<file path="src/rtl/adc_sample_sequencer.sv">
// -----------------------------------------------------------------------------
// adc_sample_sequencer
//
// Controls a 4-comparator flash ADC front end. A conversion enables the
// comparator bank and waits SETTLE_CYCLES cycles. It then captures
// 2^AVG_LOG2 valid thermometer samples and presents their floor average on a
// valid/ready output port. A bubble code is not accumulated. The sample is
// retaken on the next cycle. MAX_BUBBLE consecutive bubbles abort the
// conversion with out_err set.
//
// Ports:
//   clk          system clock
//   reset        asynchronous active-high reset
//   start        request one conversion (sampled only while idle or on handshake)
//   cont_en      continuous mode: restart after each handshake
//   therm_in     comparator thermometer outputs, bit0 = lowest threshold
//   comp_en      comparator bank enable
//   busy         high whenever the sequencer is not idle
//   out_data     averaged 2-bit code
//   out_err      result aborted on bubble limit (qualified by out_valid)
//   out_valid    result available
//   out_ready    consumer accepts result
//   bubble_seen  sticky bubble indicator, cleared only by reset
// -----------------------------------------------------------------------------
module adc_sample_sequencer #(
    parameter int SETTLE_CYCLES = 4,
    parameter int AVG_LOG2      = 2,
    parameter int MAX_BUBBLE    = 3
) (
    input  logic       clk,
    input  logic       reset,
    input  logic       start,
    input  logic       cont_en,
    input  logic [3:0] therm_in,
    output logic       comp_en,
    output logic       busy,
    output logic [1:0] out_data,
    output logic       out_err,
    output logic       out_valid,
    input  logic       out_ready,
    output logic       bubble_seen
);

    localparam int ACC_W       = 2 + AVG_LOG2;
    localparam int CNT_W       = AVG_LOG2 + 1;
    localparam int NUM_SAMPLES = 1 << AVG_LOG2;
    localparam int SET_W       = (SETTLE_CYCLES > 1) ? $clog2(SETTLE_CYCLES) : 1;
    localparam int BUB_W       = $clog2(MAX_BUBBLE + 1);

    typedef enum logic [1:0] {
        IDLE,
        SETTLE,
        SAMPLE,
        DONE
    } state_t;

    state_t             state_reg;
    logic [SET_W-1:0]   settle_cnt_reg;
    logic [ACC_W-1:0]   acc_reg;
    logic [CNT_W-1:0]   sample_cnt_reg;
    logic [BUB_W-1:0]   bubble_cnt_reg;
    logic               comp_en_reg;
    logic               busy_reg;
    logic [1:0]         out_data_reg;
    logic               out_err_reg;
    logic               out_valid_reg;
    logic               bubble_seen_reg;

    // A thermometer code is valid when no comparator is set above a cleared
    // one, i.e. each higher bit implies the bit below it.
    logic [2:0] order_ok;
    genvar gi;
    generate
        for (gi = 0; gi < 3; gi++) begin : g_order
            assign order_ok[gi] = therm_in[gi] | ~therm_in[gi+1];
        end
    endgenerate

    logic       therm_valid;
    logic [1:0] therm_code;
    assign therm_valid = &order_ok;
    // For a valid code the lowest comparator alone still encodes 0, so the
    // encoded value is the number of set bits among the upper three.
    assign therm_code  = {1'b0, therm_in[1]} + {1'b0, therm_in[2]} + {1'b0, therm_in[3]};

    logic [ACC_W-1:0] acc_next;
    logic [CNT_W-1:0] sample_cnt_next;
    logic [BUB_W-1:0] bubble_cnt_next;
    assign acc_next        = acc_reg + ACC_W'(therm_code);
    assign sample_cnt_next = sample_cnt_reg + CNT_W'(1);
    assign bubble_cnt_next = bubble_cnt_reg + BUB_W'(1);

    logic restart_req;
    assign restart_req = start | cont_en;

    always_ff @(posedge clk or posedge reset) begin
        if (reset) begin
            state_reg       <= IDLE;
            settle_cnt_reg  <= '0;
            acc_reg         <= '0;
            sample_cnt_reg  <= '0;
            bubble_cnt_reg  <= '0;
            comp_en_reg     <= 1'b0;
            busy_reg        <= 1'b0;
            out_data_reg    <= 2'd0;
            out_err_reg     <= 1'b0;
            out_valid_reg   <= 1'b0;
            bubble_seen_reg <= 1'b0;
        end else begin
            case (state_reg)
                IDLE: begin
                    if (restart_req) begin
                        state_reg      <= SETTLE;
                        settle_cnt_reg <= SET_W'(SETTLE_CYCLES - 1);
                        acc_reg        <= '0;
                        sample_cnt_reg <= '0;
                        bubble_cnt_reg <= '0;
                        comp_en_reg    <= 1'b1;
                        busy_reg       <= 1'b1;
                    end
                end

                SETTLE: begin
                    if (settle_cnt_reg == '0) begin
                        state_reg <= SAMPLE;
                    end else begin
                        settle_cnt_reg <= settle_cnt_reg - SET_W'(1);
                    end
                end

                SAMPLE: begin
                    if (therm_valid) begin
                        acc_reg        <= acc_next;
                        sample_cnt_reg <= sample_cnt_next;
                        bubble_cnt_reg <= '0;
                        if (sample_cnt_next == CNT_W'(NUM_SAMPLES)) begin
                            state_reg     <= DONE;
                            // Floor average: the top two bits of the sum.
                            out_data_reg  <= acc_next[ACC_W-1 -: 2];
                            out_err_reg   <= 1'b0;
                            out_valid_reg <= 1'b1;
                            comp_en_reg   <= 1'b0;
                        end
                    end else begin
                        bubble_seen_reg <= 1'b1;
                        bubble_cnt_reg  <= bubble_cnt_next;
                        if (bubble_cnt_next == BUB_W'(MAX_BUBBLE)) begin
                            state_reg     <= DONE;
                            out_data_reg  <= 2'd0;
                            out_err_reg   <= 1'b1;
                            out_valid_reg <= 1'b1;
                            comp_en_reg   <= 1'b0;
                        end
                    end
                end

                DONE: begin
                    if (out_ready) begin
                        out_valid_reg <= 1'b0;
                        if (restart_req) begin
                            state_reg      <= SETTLE;
                            settle_cnt_reg <= SET_W'(SETTLE_CYCLES - 1);
                            acc_reg        <= '0;
                            sample_cnt_reg <= '0;
                            bubble_cnt_reg <= '0;
                            comp_en_reg    <= 1'b1;
                        end else begin
                            state_reg <= IDLE;
                            busy_reg  <= 1'b0;
                        end
                    end
                end

                default: begin
                    state_reg <= IDLE;
                end
            endcase
        end
    end

    assign comp_en     = comp_en_reg;
    assign busy        = busy_reg;
    assign out_data    = out_data_reg;
    assign out_err     = out_err_reg;
    assign out_valid   = out_valid_reg;
    assign bubble_seen = bubble_seen_reg;

endmodule

</file>
<file path="config.mk">
export PLATFORM = sky130hd
export DESIGN_NAME = adc_sample_sequencer
export DESIGN_NICKNAME = d
export VERILOG_FILES = /design/src/rtl/adc_sample_sequencer.sv
export SDC_FILE = /design/constraint.sdc
export NUM_CORES = 1
export LEC_CHECK = 0
export BUFFER_PORTS_ARGS = -buffer_cell sky130_fd_sc_hd__buf_4
export CAP_MARGIN = 40
export CORE_MARGIN = 10
export CORE_UTILIZATION = 35
export DETAILED_ROUTE_END_ITERATION = 6
export HOLD_SLACK_MARGIN = 0.06
export PLACE_DENSITY_LB_ADDON = 0.1
export REMOVE_ABC_BUFFERS = 1
export SYNTH_ARGS = -nofsm -noshare
export SYNTH_HDL_FRONTEND = slang
export SYNTH_SLANG_ARGS = --single-unit
</file>
<file path="constraint.sdc">
create_clock -name clk -period 1.8 [get_ports clk]
set_input_delay 0.27 -clock clk [delete_from_list [all_inputs] [get_ports clk]]
set_output_delay 0.27 -clock clk [all_outputs]
set_load 0.05 [all_outputs]
</file>
Yosys cells after proc, flatten, opt, wreduce, memory -nomap -nowiden:

Index checks and enable logic that the tools add are counted.

* register bits: 20
* latch bits: 0
* RAM bits: 0
* ROM bits: 0
* input bits: 9
* output and inout bits: 7
* word-level logic and storage cells: 99
* memories: 0

* add/subtract/negate cells: 6
* $mul: 0
* div/mod/pow operators: 0
* $lt $le $gt $ge: 0
* equality and inequality tests: 14
* shift-type cells: 0
* mux-type cells: 43
* bitwise gates (word level): 8
* reduce and logical (&&, ||, !) cells: 17

Operator list (number)
* 2-bit 2-to-1 mux: 15
* 1-bit 2-to-1 mux: 14
* 4-bit 2-to-1 mux: 3
* 2-bit != test, second input constant: 6
* 2-bit one-hot mux with 3 select lines: 2
* 4-bit one-hot mux with 3 select lines: 1
* 3-bit AND reduction: 4
* 4-bit AND reduction: 3
* 3-bit 2-to-1 mux: 3
* 3-bit one-hot mux with 3 select lines: 1
* 2-bit one-hot mux with 4 select lines: 1
* 2-bit == test, second input constant: 3
* 3-bit != test, second input constant: 2
* 2-bit nonzero test: 3
* 3-bit nonzero test: 2
* 5-bit AND reduction: 1
* 4-bit by 2-bit adder with 4-bit output: 1
* 2-bit logical NOT: 2
* 1-bit NOT: 4
* 1-bit OR: 4
* 1-bit one-hot mux with 2 select lines: 2
* 2-bit AND reduction: 2
* 3-bit by 1-bit adder with 3-bit output, second input constant: 1
* 3-bit == test, second input constant: 1
* other kinds (7): 7

Depth between registers and ports, before layout:

Gate-level depths: netlist (run 1).

* word-level depth: 5
* mapped depth: 9
* depth with buffers taken out: 7

Worst setup path after synthesis (run 1):

OpenSTA, ideal clock, no wires.

* path type: register -> register
* start: reg acc_reg[0]
* end: reg out_data_reg[0] (netlist: out_data[0])
* setup time: 0.083 ns
* arrival time: 1.852 ns
* required time: 1.717 ns
* path slack: -0.134 ns
* stages on the path, launching flop included: 8
* path buffers: 0
* period minus slack after synthesis: 1.934 ns
* cells stage by stage: dfrtp_1 -> fa_1 -> ha_1 -> inv_1 -> fa_1 -> xor2_1 -> a2bb2oi_1 -> o21ai_0

* longest elaborated chain between the ends: 3

Ends and longest elaborated chain
* start: declaration: line 59 `logic [ACC_W-1:0] acc_reg;`
* start signal: assignment: line 133 `acc_reg <= acc_next;`
* 4-bit by 2-bit adder with 4-bit output: line 89 `assign acc_next = acc_reg + ACC_W'(therm_code);`
* 2-bit 2-to-1 mux: line 136 `if (sample_cnt_next == CNT_W'(NUM_SAMPLES)) begin`
* 2-bit 2-to-1 mux: line 132 `if (therm_valid) begin`
* end signal: assignment: line 139 `out_data_reg <= acc_next[ACC_W-1 -: 2];`
* end: declaration: line 64 `logic [1:0] out_data_reg;`

No other way between the ends. The select of a mux whose other input is x is not followed.
A chain may end at the register's enable or synchronous reset.

Final worst setup path (run 1):

Ends and elaborated chain as after synthesis.

==> summary.txt, run 1 <==
Synthesized cell area: 1280 µm²
CP endpoint kind: flop
Fin. Hold Viols: 0
Largest net degree at the start of global routing: 21
Hold Crit Class: in -> reg
Area occupied by multi-input gates: 748 µm²
Die area: 6460 µm²
Max reg flops: 4
Fmax achieved: 0.516 GHz
#FFs+latches synth: 20
CTS root buf: clkbuf_8
Crit Path Class: reg -> reg
Total Power: 2510 µW
Highest metal used: met4
Starting DRC count in detailed routing: 29
Antenna-violating nets left: 0
Worst setup slack after layout: -0.140 ns
Gate Count Post-Synth: 132
WL per Instance: 13.3 µm
Fillers: 321
Max-slew violations: 0
Starting Density: 0.371
Slew @ Worst Pin: 0.279 ns
CORE AREA: 3440 µm²
Leakage Power: 0.000803 µW
Startpoint types: flop
Fin crit share: 1.08
RD Place Congestion: 0.804
Routed wl met3: 151 µm
Layout area overhead: 34.4%
CP max FO: 3
Worst EP required: 1.95 ns
Peak VDD IR: 0.766 mV
Post-Syn Area per Cell: 9.67 µm²
Util after Layout: 0.498
Setup violators final: 3
Skew final: 0.00284 ns
Slew Limit Headroom: 0.812
Register area share after synthesis: 0.392
Clock buffer depth: 2
Final min period: 1.94 ns
Die width: 80.4 µm
Router iterations before antenna repair: 4
Failing checks: setup timing
M1 wire length: 1340 µm
Grt ovf: 0
Antenna violations before repair: 0
Number of global-route vias before repair: 1072
Post-synth EDFFs: 0
Die Y: 80.4 µm
CTS tree: done
Max-Cap Viols: 0
Share of cells above drive strength 1: 0.368
DR vias/cell: 4.96
Via count: 1092
FF/Latch Area: 502 µm²
DPL Wire Length: 2230 µm
Status: finished, violations left
Total CTS buffers: 3
Synth Flop Type: dfrtp_1
N_diodes: 0
Port Buf Inserts: 15
Clock-pin slew on the worst setup and hold paths: 0.07 ns
DRC viols: 0
Gr usage total: 0.0926
RSZ-0062 raised after global routing: true
Io pins: 16
Synth async-reset ratio: 1.00
First-pass GRT wire length: 4850 µm
Netlist cell types: 44
Nets: 199
YS warnings: 0
Clk sinks: 20
Worst skew pair latency: 0.26 ns
Met2 routed WL: 1400 µm
P per Cell Area: 1460 nW/µm²
FP Rows: 21
Routed WL: 2930 µm
CTS H-tree lvls: 1
Worst Path Arrival: 2.09 ns
## Yosys cell counts, types with 2 or more instances
cell type,n,share of area
dfrtp_1,20,0.39
nand2_1,15,0.044
ha_1,12,0.12
o21ai_0,12,0.047
inv_1,11,0.032
a21oi_1,8,0.031
nor2_1,6,0.018
o31ai_1,4,0.024
nor2b_1,3,0.015
nor3_1,3,0.012
a2bb2oi_1,2,0.014
and2_1,2,0.0098
fa_1,2,0.031
nand3_1,2,0.0078
## routing by layer
| metal | global-route usage | vias to the layer above |
|---|---|---|
| li1 | - | 543 |
| met1 | 0.104 | 527 |
| met2 | 0.160 | 16 |
| met3 | 0.0367 | 6 |
| met4 | 0.0211 | 0 |
| met5 | 0 | - |
## through the flow
step           hold WS [ns]  worst slack (ns)  cell area, µm²  setup TNS, ns  std cells
6_report              0.407            -0.140            1720         -0.304        220
4_1_cts               0.403            -0.137            1650         -0.346        214
5_1_grt               0.463            -0.248            1720         -0.815        220
3_3_place_gp          0.325            -0.239            1580         -0.806        210
3_5_place_dp          0.327            -0.274            1580         -0.995        210
2_1_floorplan         0.234            -0.254            1260         -0.893        129
## power by group
part	internal [µW]	switching [µW]	total (µW)
sequential	581	103	684
clock	149	150	300
combinational	744	779	1520
## worst max-delay path: stages (launching register included)
cell	delay (ns)
dfrtp_1	0.40
fa_1	0.49
ha_2	0.18
inv_2	0.04
fa_2	0.35
xor2_1	0.14
a2bb2oi_1	0.17
o21ai_1	0.07
## path summary, 6_finish.rpt
path / from / endpoint / slack [ns] / depth (start not counted)
max: acc_reg[0]$_DFFE_PP0P_ / out_data[0]$_DFFE_PP0P_ / -0.14 / 7
min: out_ready / busy$_DFFE_PP0P_ / 0.41 / 4
max reg2reg: acc_reg[0]$_DFFE_PP0P_ / out_data[0]$_DFFE_PP0P_ / -0.14 / 7
min reg2reg: bubble_seen$_DFFE_PP0P_ / bubble_seen$_DFFE_PP0P_ / 0.47 / 1
max in group asynchronous: reset / state_reg[0]$_DFFE_PP0P_ / 0.98 / 4
min in group asynchronous: reset / sample_cnt_reg[1]$_DFFE_PP0P_ / 0.59 / 4
## cell families after synthesis
family | share of synthesized area
simple gates | 0.177
compound gates | 0.192
flops | 0.392
buf+inv | 0.0480
fa+ha+maj | 0.149
mux | 0.0274
xor+xnor | 0.0137
## layout make-up
cell class,instances,share of cell area
inverter,12,0.0263
sequential,20,0.292
tap,46,0.0336
timing repair buffer,42,0.187
multi-input combinational,97,0.436
clock buffer,3,0.0241
## timing repair
action	CTS	global route
endpoints found under the setup margin	7	9
hold buffers	1	0
setup buffers	0	6
hold endpoints to repair	20	0
gates resized for setup	5	11
pin swaps	2	4
## layout by cell type (no fill, tap or decap), drive strengths merged, types with 2 or more instances in the layout
master,count
a21boi,2
a21oi,8
a2bb2oi,2
and2,2
and2b,2
buf,41
clkbuf,3
dfrtp,20
fa,2
ha,12
inv,12
mux2i,2
nand2,15
nand3,2
nor2,6
nor2b,5
nor3,4
o21ai,13
o31ai,4
or3,2
(Power assumes the default switching activity.)
==> run 2, diff against run 1 <==
--- a/config.mk
+++ b/config.mk
@@ -5,11 +5,11 @@
 export SDC_FILE = /design/constraint.sdc
 export NUM_CORES = 1
 export LEC_CHECK = 0
-export BUFFER_PORTS_ARGS = -buffer_cell sky130_fd_sc_hd__buf_4
 export CAP_MARGIN = 40
 export CORE_MARGIN = 10
 export CORE_UTILIZATION = 35
 export DETAILED_ROUTE_END_ITERATION = 6
+export DONT_BUFFER_PORTS = 1
 export HOLD_SLACK_MARGIN = 0.06
 export PLACE_DENSITY_LB_ADDON = 0.1
 export REMOVE_ABC_BUFFERS = 1
==> run 2 against run 1 <==
The flow still finishes with violations (setup timing). Utilization decreased by 2.9 points. Sequential cell count unchanged. Non-clock buffer count decreased by 21. Sequential power increased by 21%. Clock skew increased by 0.00091 ns. Global-route usage decreased by 0.079 points. Power increased by 4.4%. Wire length decreased by 3.3%. Worst hold slack got worse by 0.13 ns. Critical endpoint unchanged.
==> summary.txt, run 2 (synthesis results as in run 1) <==
Util after Layout: 0.469 (was 0.498)
Die Y: 80.4 µm (unchanged)
Commonest non-fill, non-tap cells in the layout: 20 x dfrtp_1, 19 x buf_4, 15 x nand2_1 (was 40 x buf_4, 19 x dfrtp_1, 15 x nand2_1)
Nets: 178 (was 199)
Routed WL: 2840 µm (was 2930 µm)
CTS root buf: clkbuf_8 (unchanged)
Area occupied by multi-input gates: 777 µm² (was 748 µm²)
Max-slew violations: 0 (unchanged)
CP max-delay cell: fa_1 (unchanged)
RSZ-0062 raised after global routing: true (unchanged)
CTS H-tree lvls: 1 (unchanged)
Switching share of power: 0.404 (was 0.412)
Clk sinks: 20 (unchanged)
Crit Path Class: reg -> reg (unchanged)
Final min period: 1.96 ns (was 1.94 ns)
First-pass GRT wire length: 4730 µm (was 4850 µm)
Hold Path Origin: out_ready (unchanged)
Antenna violations before repair: 0 (unchanged)
Gate power share: 0.507 (was 0.608)
Slew Limit Headroom: 0.655 (was 0.812)
CP max FO: 3 (unchanged)
Startpoint types: flop (unchanged)
Cell-by-cell trace of the critical path: fa_1 -> ha_2 -> inv_2 -> fa_2 -> xor2_1 -> a2bb2oi_1 -> o21ai_1 (unchanged)
Clock Power Share: 0.176 (was 0.119)
Fin. Hold Viols: 0 (unchanged)
Peak VDD IR: 0.777 mV (was 0.766 mV)
Worst R2R Start: acc_reg[0]$_DFFE_PP0P_ (unchanged)
Starting DRC count in detailed routing: 50 (was 29)
Antenna-violating nets left: 0 (unchanged)
Total CTS buffers: 3 (unchanged)
Flop pwr share: 0.317 (was 0.273)
Slew @ Worst Pin: 0.517 ns (was 0.279 ns)
Clock buffer depth: 2 (unchanged)
Die width: 80.4 µm (unchanged)
R2r endpoint: out_data[0]$_DFFE_PP0P_ (unchanged)
Starting Density: 0.371 (unchanged)
Fin crit share: 1.09 (was 1.08)
DRC viols: 0 (unchanged)
Via count: 984 (was 1092)
Max reg flops: 4 (unchanged)
Status: finished, violations left (unchanged)
Port Buf Inserts: 0 (was 15)
CP startpoint: acc_reg[0]$_DFFE_PP0P_ (unchanged)
RD Place Congestion: 0.787 (was 0.804)
Total Power: 2620 µW (was 2510 µW)
Layout area overhead: 26.6% (was 34.4%)
Worst path max stage delay: 0.49 ns (about the same)
DPL Wire Length: 2150 µm (was 2230 µm)
Worst R2R Setup Slack: -0.16 ns (was -0.14 ns)
CP bufs+invs: 1 (unchanged)
FP Rows: 21 (unchanged)
Failing checks: setup timing (unchanged)
CORE AREA: 3440 µm² (unchanged)
Grt ovf: 0 (unchanged)
Clock-pin slew on the worst setup and hold paths: 0.08 ns (was 0.07 ns)
Share of cells above drive strength 1: 0.292 (was 0.368)
CP endpoint kind: flop (unchanged)
Worst Path Arrival: 2.15 ns (was 2.09 ns)
Worst setup slack after layout: -0.155 ns (was -0.140 ns)
Router iterations before antenna repair: 4 (unchanged)
CP Depth: 7 (unchanged)
Largest delay contributor family on the critical path: adder cells (unchanged)
Hold path depth: 3 (was 4)
P per Cell Area: 1620 nW/µm² (was 1460 nW/µm²)
DR vias/cell: 4.92 (was 4.96)
Worst skew pair latency: 0.26 ns (about the same)
Worst Hold End: busy$_DFFE_PP0P_ (unchanged)
Psw: 1060 µW (was 1030 µW)
Dpl ws: -0.252 ns (was -0.274 ns)
Fillers: 342 (was 321)
Die area: 6460 µm² (unchanged)
Largest net degree at the start of global routing: 21 (unchanged)
Number of global-route vias before repair: 1014 (was 1072)
FF/Latch Area: 500 µm² (was 502 µm²)
Max-Cap Viols: 0 (unchanged)
WL per Instance: 14.2 µm (was 13.3 µm)
Setup violators final: 4 (was 3)
Fmax achieved: 0.511 GHz (was 0.516 GHz)
N_diodes: 0 (unchanged)
Io pins: 16 (unchanged)
Gr usage total: 0.0918 (was 0.0926)
Worst EP required: 1.99 ns (was 1.95 ns)
Commonest non-fill, non-tap cell in the layout: dfrtp_1 (was buf_4)
FF-to-FF path depth: 7 (unchanged)
Hold Crit Class: in -> reg (unchanged)
Power Internal: 1560 µW (was 1470 µW)
Setup TNS: -0.473 ns (was -0.304 ns)
Leakage Power: 0.000723 µW (was 0.000803 µW)
CTS tree: done (unchanged)
Skew final: 0.00376 ns (was 0.00284 ns)
-- run 2: changes by cell type in the layout (fill, tap and decap cells not counted), sizes merged --
cell	delta
bufinv	+1
buf	-21
-- run 2: tightest hold or removal path, delay by kind of cell --
family	cells	cell delay (ns)
and+or+nand+nor	1	0.04
AOI/OAI and AO/OA	2	0.19
-- run 2: metal layers --
metal  vias to the layer above  track usage  wire [µm]
met5                         -            0          0
met4                         0       0.0211         20
met3                         2       0.0334        153
met2                        12        0.154       1380
met1                       470        0.108       1280
li1                        500            -          -
-- run 2: area by class of cell --
cell class                      count  area share
Multi-Input combinational cell     97       0.481
Timing Repair Buffer               21       0.101
Tap cell                           46      0.0356
Clock buffer                        3      0.0256
Clock inverter                      1      0.0186
Inverter                           12      0.0279
Sequential cell                    20       0.310
-- run 2: how the worst max path moves through the flow --
| stage | to | slack, ns |
|---|---|---|
| floorplan | sample_cnt_reg[2]$_DFFE_PP0P_ | -0.25 |
| global placement | out_data[0]$_DFFE_PP0P_ | -0.18 |
| detailed placement | out_data[0]$_DFFE_PP0P_ | -0.25 |
| CTS | out_data[0]$_DFFE_PP0P_ | -0.16 |
| global route | out_data[0]$_DFFE_PP0P_ | -0.25 |
| finish | out_data[0]$_DFFE_PP0P_ | -0.16 |
-- run 2: power by group through the flow --
stage / clock, µW / combinational [µW] / sequential (µW)
CTS: 469 / 1170 / 828
floorplan: 0 / 676 / 820
finish: 461 / 1330 / 829
detailed placement: 0 / 1120 / 836
global route: 493 / 1480 / 855
global placement: 0 / 1080 / 834
-- run 2: metrics by stage --
step	hold WS (ns)	area (µm²)	std cells
final	0.281	1620	200
after global routing	0.332	1620	200
after CTS	0.278	1560	198
after detailed placement	0.209	1450	192
after global placement	0.211	1450	192
after floorplan	0.234	1260	129
-- run 2: timing repair --
action,in CTS,in global routing
gates resized for setup,5,14
endpoints found under the setup margin,7,8
hold buffers,1,0
pin swaps,0,6
hold endpoints to repair,20,0
setup buffers,1,2
